## src/rtl/mem_port_arbiter.sv

```systemverilog
// Two-requester arbiter and fixed-latency access sequencer for the shared CPU memory port.
// Fetch and load/store requests are granted round-robin and held stable for MEM_LATENCY cycles.

// state   | meaning
// --------+-----------------------------------------------------------
// S_IDLE  | no access in flight; sample ifReq/dReq and grant one
// S_ACCESS| latched address/data/control driven to memory, counter runs
// S_DONE  | one-cycle done pulse to the granted requester
module mem_port_arbiter #(
    parameter int ADDR_WIDTH  = 32,
    parameter int DATA_WIDTH  = 32,
    parameter int MEM_LATENCY = 2
) (
    input  logic                  clk,
    input  logic                  rst_n,

    input  logic                  ifReq,
    input  logic [ADDR_WIDTH-1:0] ifAddr,
    output logic [DATA_WIDTH-1:0] ifRdata,
    output logic                  ifDone,

    input  logic                  dReq,
    input  logic                  dWe,
    input  logic [ADDR_WIDTH-1:0] dAddr,
    input  logic [DATA_WIDTH-1:0] dWdata,
    output logic [DATA_WIDTH-1:0] dRdata,
    output logic                  dDone,

    output logic [ADDR_WIDTH-1:0] memAddr,
    output logic [DATA_WIDTH-1:0] memWdata,
    output logic                  memRead,
    output logic                  memWrite,
    input  logic [DATA_WIDTH-1:0] memRdata,

    output logic                  busy,
    output logic                  grantId
);

    typedef enum logic [1:0] {
        S_IDLE   = 2'd0,
        S_ACCESS = 2'd1,
        S_DONE   = 2'd2
    } state_t;

    localparam logic [3:0] CNT_LOAD = 4'(MEM_LATENCY - 1);

    state_t                state_q, state_d;
    logic [3:0]            cnt_q, cnt_d;
    logic [ADDR_WIDTH-1:0] addr_q, addr_d;
    logic [DATA_WIDTH-1:0] wdata_q, wdata_d;
    logic                  we_q, we_d;
    logic                  grant_q, grant_d;
    logic                  last_q, last_d;
    logic [DATA_WIDTH-1:0] if_rdata_q, if_rdata_d;
    logic [DATA_WIDTH-1:0] d_rdata_q, d_rdata_d;
    logic                  pick_data;
    logic                  final_cycle;

    assign final_cycle = (cnt_q == 4'd0);

    always_ff @(posedge clk or negedge rst_n) begin
        if (!rst_n) begin
            state_q    <= S_IDLE;
            cnt_q      <= 4'd0;
            addr_q     <= '0;
            wdata_q    <= '0;
            we_q       <= 1'b0;
            grant_q    <= 1'b0;
            last_q     <= 1'b1;  // data counts as served last, so fetch wins the first conflict
            if_rdata_q <= '0;
            d_rdata_q  <= '0;
        end else begin
            state_q    <= state_d;
            cnt_q      <= cnt_d;
            addr_q     <= addr_d;
            wdata_q    <= wdata_d;
            we_q       <= we_d;
            grant_q    <= grant_d;
            last_q     <= last_d;
            if_rdata_q <= if_rdata_d;
            d_rdata_q  <= d_rdata_d;
        end
    end

    always_comb begin
        state_d    = state_q;
        cnt_d      = cnt_q;
        addr_d     = addr_q;
        wdata_d    = wdata_q;
        we_d       = we_q;
        grant_d    = grant_q;
        last_d     = last_q;
        if_rdata_d = if_rdata_q;
        d_rdata_d  = d_rdata_q;
        pick_data  = 1'b0;

        case (state_q)
            S_IDLE: begin
                if (ifReq || dReq) begin
                    // On conflict, serve whoever was not served last.
                    pick_data = dReq && (!ifReq || !last_q);
                    grant_d   = pick_data;
                    cnt_d     = CNT_LOAD;
                    state_d   = S_ACCESS;
                    if (pick_data) begin
                        addr_d  = dAddr;
                        we_d    = dWe;
                        wdata_d = dWdata;
                    end else begin
                        addr_d  = ifAddr;
                        we_d    = 1'b0;
                    end
                end
            end

            S_ACCESS: begin
                if (final_cycle) begin
                    if (!we_q) begin
                        if (grant_q) d_rdata_d  = memRdata;
                        else         if_rdata_d = memRdata;
                    end
                    last_d  = grant_q;
                    state_d = S_DONE;
                end else begin
                    cnt_d = cnt_q - 4'd1;
                end
            end

            S_DONE: begin
                state_d = S_IDLE;
            end

            default: begin
                state_d = S_IDLE;
            end
        endcase
    end

    // A store writes only on the last access cycle so the memory sees exactly one write.
    assign memRead  = (state_q == S_ACCESS) && !we_q;
    assign memWrite = (state_q == S_ACCESS) && we_q && final_cycle;
    assign memAddr  = addr_q;
    assign memWdata = wdata_q;

    assign ifDone   = (state_q == S_DONE) && !grant_q;
    assign dDone    = (state_q == S_DONE) && grant_q;
    assign busy     = (state_q == S_ACCESS) || (state_q == S_DONE);
    assign grantId  = grant_q;
    assign ifRdata  = if_rdata_q;
    assign dRdata   = d_rdata_q;

endmodule

```

## config.mk

```make
export PLATFORM = sky130hd
export DESIGN_NAME = mem_port_arbiter
export DESIGN_NICKNAME = d
export VERILOG_FILES = /design/src/rtl/mem_port_arbiter.sv
export SDC_FILE = /design/constraint.sdc
export NUM_CORES = 1
export LEC_CHECK = 0
export ABC_AREA = 1
export BUFFER_PORTS_ARGS = -buffer_cell sky130_fd_sc_hd__buf_2
export CAP_MARGIN = 20
export CORE_UTILIZATION = 30
export CTS_CLUSTER_DIAMETER = 200
export CTS_CLUSTER_SIZE = 16
export DETAILED_ROUTE_END_ITERATION = 10
export SYNTH_ARGS = -nofsm -noshare
export SYNTH_HDL_FRONTEND = slang
export SYNTH_SLANG_ARGS = --single-unit
```

## constraint.sdc

```tcl
create_clock -name clk -period 2.1 [get_ports clk]
set_clock_uncertainty 0.1 [all_clocks]
set_input_delay 0.21 -clock clk [delete_from_list [all_inputs] [get_ports clk]]
set_output_delay 0.21 -clock clk [all_outputs]
set_load 0.02 [all_outputs]
```

Word-level counts from Yosys, hierarchy flattened
Cells that the tools add are included.
{ "totals": {"reg_bits": 137, "word_cells": 48, "output_inout_bits": 134, "input_bits": 133} }
{ "op_classes": {"muxes": 8, "reduce_logical": 23, "addsub": 1, "n_bitwise": 2, "n_eq_ne": 5} }
{ "op_table": {"columns": ["operator", "n"], "rows": [
  ["32-bit two-way mux", 1],
  ["4-bit two-way mux", 2],
  ["4-bit one-hot mux with 2 select lines", 1],
  ["4-bit AND reduction", 2],
  ["1-bit logical AND", 6],
  ["2-bit inequality test, second input constant", 3],
  ["2-bit AND reduction", 3],
  ["3-bit AND reduction", 2],
  ["1-bit zero test", 4],
  ["4-bit zero test", 1],
  ["2-bit two-way mux", 2],
  ["2-bit one-hot mux with 2 select lines", 1],
  ["4-bit by 1-bit subtractor with 4-bit output, second input constant", 1],
  ["1-bit logical OR", 3],
  ["2-bit by 1-bit == test with 1-bit output, second input constant", 1],
  ["2-bit == test, second input constant", 1],
  ["2-bit zero test", 1],
  ["1-bit inverter", 2],
  ["2-bit nonzero test", 1],
  ["1-bit two-way mux", 1]
]} }

Depth between registers and ports, before layout
{ "logic_depth": {"ltp_word": 4, "ltp_mapped": 8} }

Worst setup path after synthesis
OpenSTA, ideal clock, no wires.
{ "synth_path": {"path_type": "register to register", "from": "reg state_q[1]", "to": "reg if_rdata_q[10], in the netlist ifRdata[10]", "period_less_slack_ns": 1.530, "path_stages_with_launch": 9, "slack_ns": 0.570, "arrival_ns": 1.313, "setup_time_ns": 0.117, "required_time_ns": 1.883, "cell_sequence": "dfrtp_1 > inv_1 > ha_1 > inv_2 > nor3_4 > nand2_1 > buf_2 > nand2_1 > nand2_1"} }
{ "synth_via": {"elab_chain_len": 2} }
{ "synth_lines": {"columns": ["element", "line", "text"], "rows": [
  ["start: declaration", "47", "state_t state_q, state_d;"],
  ["start signal: assignment", "73", "state_q <= state_d;"],
  ["2-bit by 1-bit == test with 1-bit output", "97", "case (state_q)"],
  ["4-bit AND reduction (no source line)", null, null],
  ["end signal: assignment", "80", "if_rdata_q <= if_rdata_d;"],
  ["end: declaration", "54", "logic [DATA_WIDTH-1:0] if_rdata_q, if_rdata_d;"]
]} }
No other way between the ends.
A chain may end at the register's enable or synchronous reset.

Worst setup path after layout
{ "layout_path": {"from": "reg last_q", "to": "reg addr_q[22], in the netlist memAddr[22]"} }
{ "layout_via": {"elab_chain_len": 4} }
{ "layout_lines": {"columns": ["element", "line", "text"], "rows": [
  ["start: declaration", "53", "logic last_q, last_d;"],
  ["start signal: assignment", "79", "last_q <= last_d;"],
  ["1-bit zero test", "101", "pick_data = dReq && (!ifReq || !last_q);"],
  ["1-bit logical OR", "101", null],
  ["1-bit logical AND", "101", null],
  ["32-bit two-way mux", "105", "if (pick_data) begin"],
  ["end signal: assignment", "75", "addr_q <= addr_d;"],
  ["end: declaration", "49", "logic [ADDR_WIDTH-1:0] addr_q, addr_d;"]
]} }
No other way between the ends.

==> results_dict.tcl <==
set metrics [dict create \
    tightestPinTransition_ps 542.8 \
    clock_insertion_delay_worst_skew_ps 410 \
    layout_worst_path_cycle_share 0.9115 \
    drt_first_pass_iters 6 \
    peakVddDrop_mv 0.5733 \
    ctsRootBufferMaster "sky130_fd_sc_hd__clkbuf_16" \
    die_area_um2 20460 \
    cts-buffers-inserted 17 \
    synthToLayoutAreaGrowth_pct 56.13 \
    cts_tree "done" \
    finalSetupTns_ps 0 \
    grt_setup_unrepaired "no" \
    dpl_wire_length_mm 11.76 \
    wire_length_of_the_first_global_routing_pass_mm 28.88 \
    timing.reg2reg.worst_path_depth 8 \
    cts_htree_levels 4 \
    gr-usage-all-layers 0.1818 \
    antenna_found_initial 0 \
    p_comb_frac 0.444 \
    number_of_i_o_port_buffers 266 \
    ios 267 \
    drive_above_1_share 0.2931 \
    critPathMaxFanout 32 \
    core_area_um2 19460 \
    gp_routability_congestion 0.7680 \
    grt_pass1_vias 5766 \
    power_density_nw_per_um2 1545 \
    finalWirelength_mm 18.11 \
    netSwitchingFraction 0.4280 \
    post_dr_wirelength_cell_um 13.18 \
    min-delay-path-class "in2reg" \
    worst-endpoint-arrival_ps 2170 \
    synth_cell_type_count 20 \
    power.share.clock 0.233 \
    route.detailed.vias_per_inst 4.410 \
    cts_buffer_depth 2 \
    net_switching_component_of_the_power_uw 6159 \
    clk_pin_slew_worst_paths_ps 60 \
    synth.net_count 870 \
    num_vias 6060 \
    drc 0 \
    max_slew_margin 0.6376 \
    gr-total-overflow 0 \
    final_period_minus_worst_setup_slack_ps 1914 \
    dpl_cell_area_um2 7610 \
    synthesis.instances 732 \
    cts.sink_count 137 \
    crit_path_start "last_q" \
    ys_ff_latch 137 \
    worst_r2r_endpoint "memAddr[22]" \
    clock.fmax_ghz 0.5224 \
    post_synth_instance_area_um2 5967 \
    timing.final.setup_violations 0 \
    rrSetupSlack_ps 190 \
    postCtsSetupBuffers 0 \
    critical_path_required_ps 2350 \
    timing_worst_setup_path_type "reg2reg" \
    route.antenna.remaining_nets 0 \
    status "complete, no violations" \
    yosys_warnings 0 \
    report.final.slew_viol_count 0 \
    initial_core_utilization 0.3066 \
    cp-end-kind "flip-flop" \
    ys_seq_area_frac 0.5748 \
    hold_violations 0 \
    setup.worst_path.start_class "flip-flop" \
    p_int_uw 8233 \
    final_nets 1235 \
    timing.max_cap.violations 0 \
    worst_setup_path_endpoint "memAddr[22]" \
    antenna_diode_instance_count 0 \
    fp.dieW_um 143.0 \
    std_cell_rows 51 \
    dr.first_iter.drc_count 249 \
    fp.dieH_um 143.0 \
    r2r_start "last_q" \
    synth.avg_cell_area_um2 8.152 \
    design_area_um2 9316 \
    maximum_number_of_pins_on_one_net_before_global_route_repair 65 \
    power_frac_seq 0.323 \
    power.static_leakage_uw 0.005253 \
]
## worst max-delay path, stage by stage, from the launching register on
cell and delay (ps):
sky130_fd_sc_hd__dfstp_2 530, sky130_fd_sc_hd__nand2_1 80, sky130_fd_sc_hd__nand2_1 80, sky130_fd_sc_hd__buf_6 240, sky130_fd_sc_hd__nand2_1 110, sky130_fd_sc_hd__nand2_1 70, sky130_fd_sc_hd__dlygate4sd3_1 540, sky130_fd_sc_hd__nand2_1 50
sky130_fd_sc_hd__nand2_1 50
## metal layers
layer | track usage | vias to the layer above | wire (um)
met5 | 0 | - | 0
met4 | 0.08093 | 0 | 385
met3 | 0.04225 | 26 | 1189
met2 | 0.2922 | 255 | 8235
met1 | 0.2323 | 2762 | 8299
li1 | - | 3017 | -
## what timing repair did
action                                 CTS  global route
hold buffers                           104             0
setup endpoints to repair                0             3
endpoints found under the hold margin  175             0
gates resized for setup                  0             1
## worst min-delay path by stage
stage                     startpoint     endpoint  slack (ps)  depth (start not counted)
after global placement         rst_n   dRdata[24]         100                          1
final                      dAddr[10]  memAddr[10]          20                          5
after global routing       dAddr[20]  memAddr[20]          30                          5
after CTS                  dAddr[28]  memAddr[28]         0.2                          5
after floorplan                rst_n     cnt_q[0]        -190                          0
after detailed placement       rst_n   dRdata[30]         100                          1
## layout by cell type (no fill, tap or decap)
master,netlist,final
sky130_fd_sc_hd__buf_2,31,265
sky130_fd_sc_hd__dfrtp_1,136,136
sky130_fd_sc_hd__nand4_1,1,1
sky130_fd_sc_hd__buf_12,0,3
sky130_fd_sc_hd__nand3b_1,1,1
sky130_fd_sc_hd__bufinv_16,0,5
sky130_fd_sc_hd__xnor2_1,1,1
sky130_fd_sc_hd__o21ai_0,36,36
sky130_fd_sc_hd__clkinvlp_4,0,2
sky130_fd_sc_hd__dlygate4sd3_1,0,104
sky130_fd_sc_hd__nor2_2,1,1
sky130_fd_sc_hd__clkbuf_8,0,3
sky130_fd_sc_hd__dfstp_2,1,1
sky130_fd_sc_hd__clkbuf_16,0,17
sky130_fd_sc_hd__inv_1,44,44
sky130_fd_sc_hd__clkinv_4,0,3
sky130_fd_sc_hd__nand2_1,350,350
sky130_fd_sc_hd__nor3_4,1,1
sky130_fd_sc_hd__ha_1,5,5
sky130_fd_sc_hd__nand3_2,1,2
sky130_fd_sc_hd__a21oi_4,1,1
sky130_fd_sc_hd__nand2_2,1,1
sky130_fd_sc_hd__buf_4,1,13
sky130_fd_sc_hd__nand3_1,100,99
sky130_fd_sc_hd__clkbuf_1,9,1
sky130_fd_sc_hd__inv_2,5,5
sky130_fd_sc_hd__buf_6,0,2
sky130_fd_sc_hd__nor2_1,6,6
## cell usage after synthesis
master / n / area (um^2)
sky130_fd_sc_hd__a21oi_4: 1 / 16.27
sky130_fd_sc_hd__nor3_4: 1 / 16.27
sky130_fd_sc_hd__nand2_2: 1 / 6.260
sky130_fd_sc_hd__buf_4: 1 / 7.510
sky130_fd_sc_hd__dfrtp_1: 136 / 3403
sky130_fd_sc_hd__xnor2_1: 1 / 8.760
sky130_fd_sc_hd__dfstp_2: 1 / 26.28
sky130_fd_sc_hd__clkbuf_1: 9 / 33.78
sky130_fd_sc_hd__nand3b_1: 1 / 7.510
sky130_fd_sc_hd__inv_1: 44 / 165.2
sky130_fd_sc_hd__nand3_2: 1 / 10.01
sky130_fd_sc_hd__buf_2: 31 / 155.2
sky130_fd_sc_hd__nand3_1: 100 / 500.5
sky130_fd_sc_hd__o21ai_0: 36 / 180.2
sky130_fd_sc_hd__nor2_2: 1 / 6.260
sky130_fd_sc_hd__ha_1: 5 / 62.56
sky130_fd_sc_hd__nor2_1: 6 / 22.52
sky130_fd_sc_hd__nand2_1: 350 / 1314
sky130_fd_sc_hd__inv_2: 5 / 18.77
sky130_fd_sc_hd__nand4_1: 1 / 6.260
## state kept, by name (all words and copies together), names as in the netlist
| name | flops |
|---|---|
| ifRdata | 32 |
| memWdata | 32 |
| cnt_q | 4 |
| state_q | 2 |
| dRdata | 32 |
| last_q | 1 |
| grantId | 1 |
| memAddr | 32 |
| we_q | 1 |
## per-stage QoR
stage	hold WS [ps]	setup slack, ps	std cells	util	power [uW]
global placement	102.7	413.8	1239	0.3910	10860
finish	18.77	185.9	1374	0.4787	14390
CTS	0.1697	98.87	1374	0.4785	14550
global route	30.61	50.89	1374	0.4787	15470
floorplan	-185.6	570.3	732	-	8640
detailed placement	99.07	377.5	1239	0.3910	10950
## power by group through the flow
stage,sequential [uW],combinational (uW),clock [uW]
after global placement,4660,6200,0
after global routing,4810,7100,3560
after floorplan,6160,2480,0
after CTS,4650,6450,3460
final,4650,6390,3350
after detailed placement,4660,6290,0
## area by class of cell
| class | count | area (um^2) |
|---|---|---|
| clock inverter | 10 | 191.4 |
| timing repair buffer | 387 | 2547 |
| multi-input combinational | 505 | 2162 |
| inverter | 49 | 183.9 |
| fill | 1845 | 10150 |
| sequential | 137 | 3430 |
| clock buffer | 21 | 470.5 |
| tap | 265 | 331.6 |
## cells by family after synthesis
logic type,synth area share
adders and majority gates,0.01048
xor gates and xnor gates,0.001468
buffers and inverters,0.06375
and+or+nand+nor,0.3166
AOI/OAI and AO/OA,0.03292
DFF,0.5748
(Power assumes the default switching activity.)
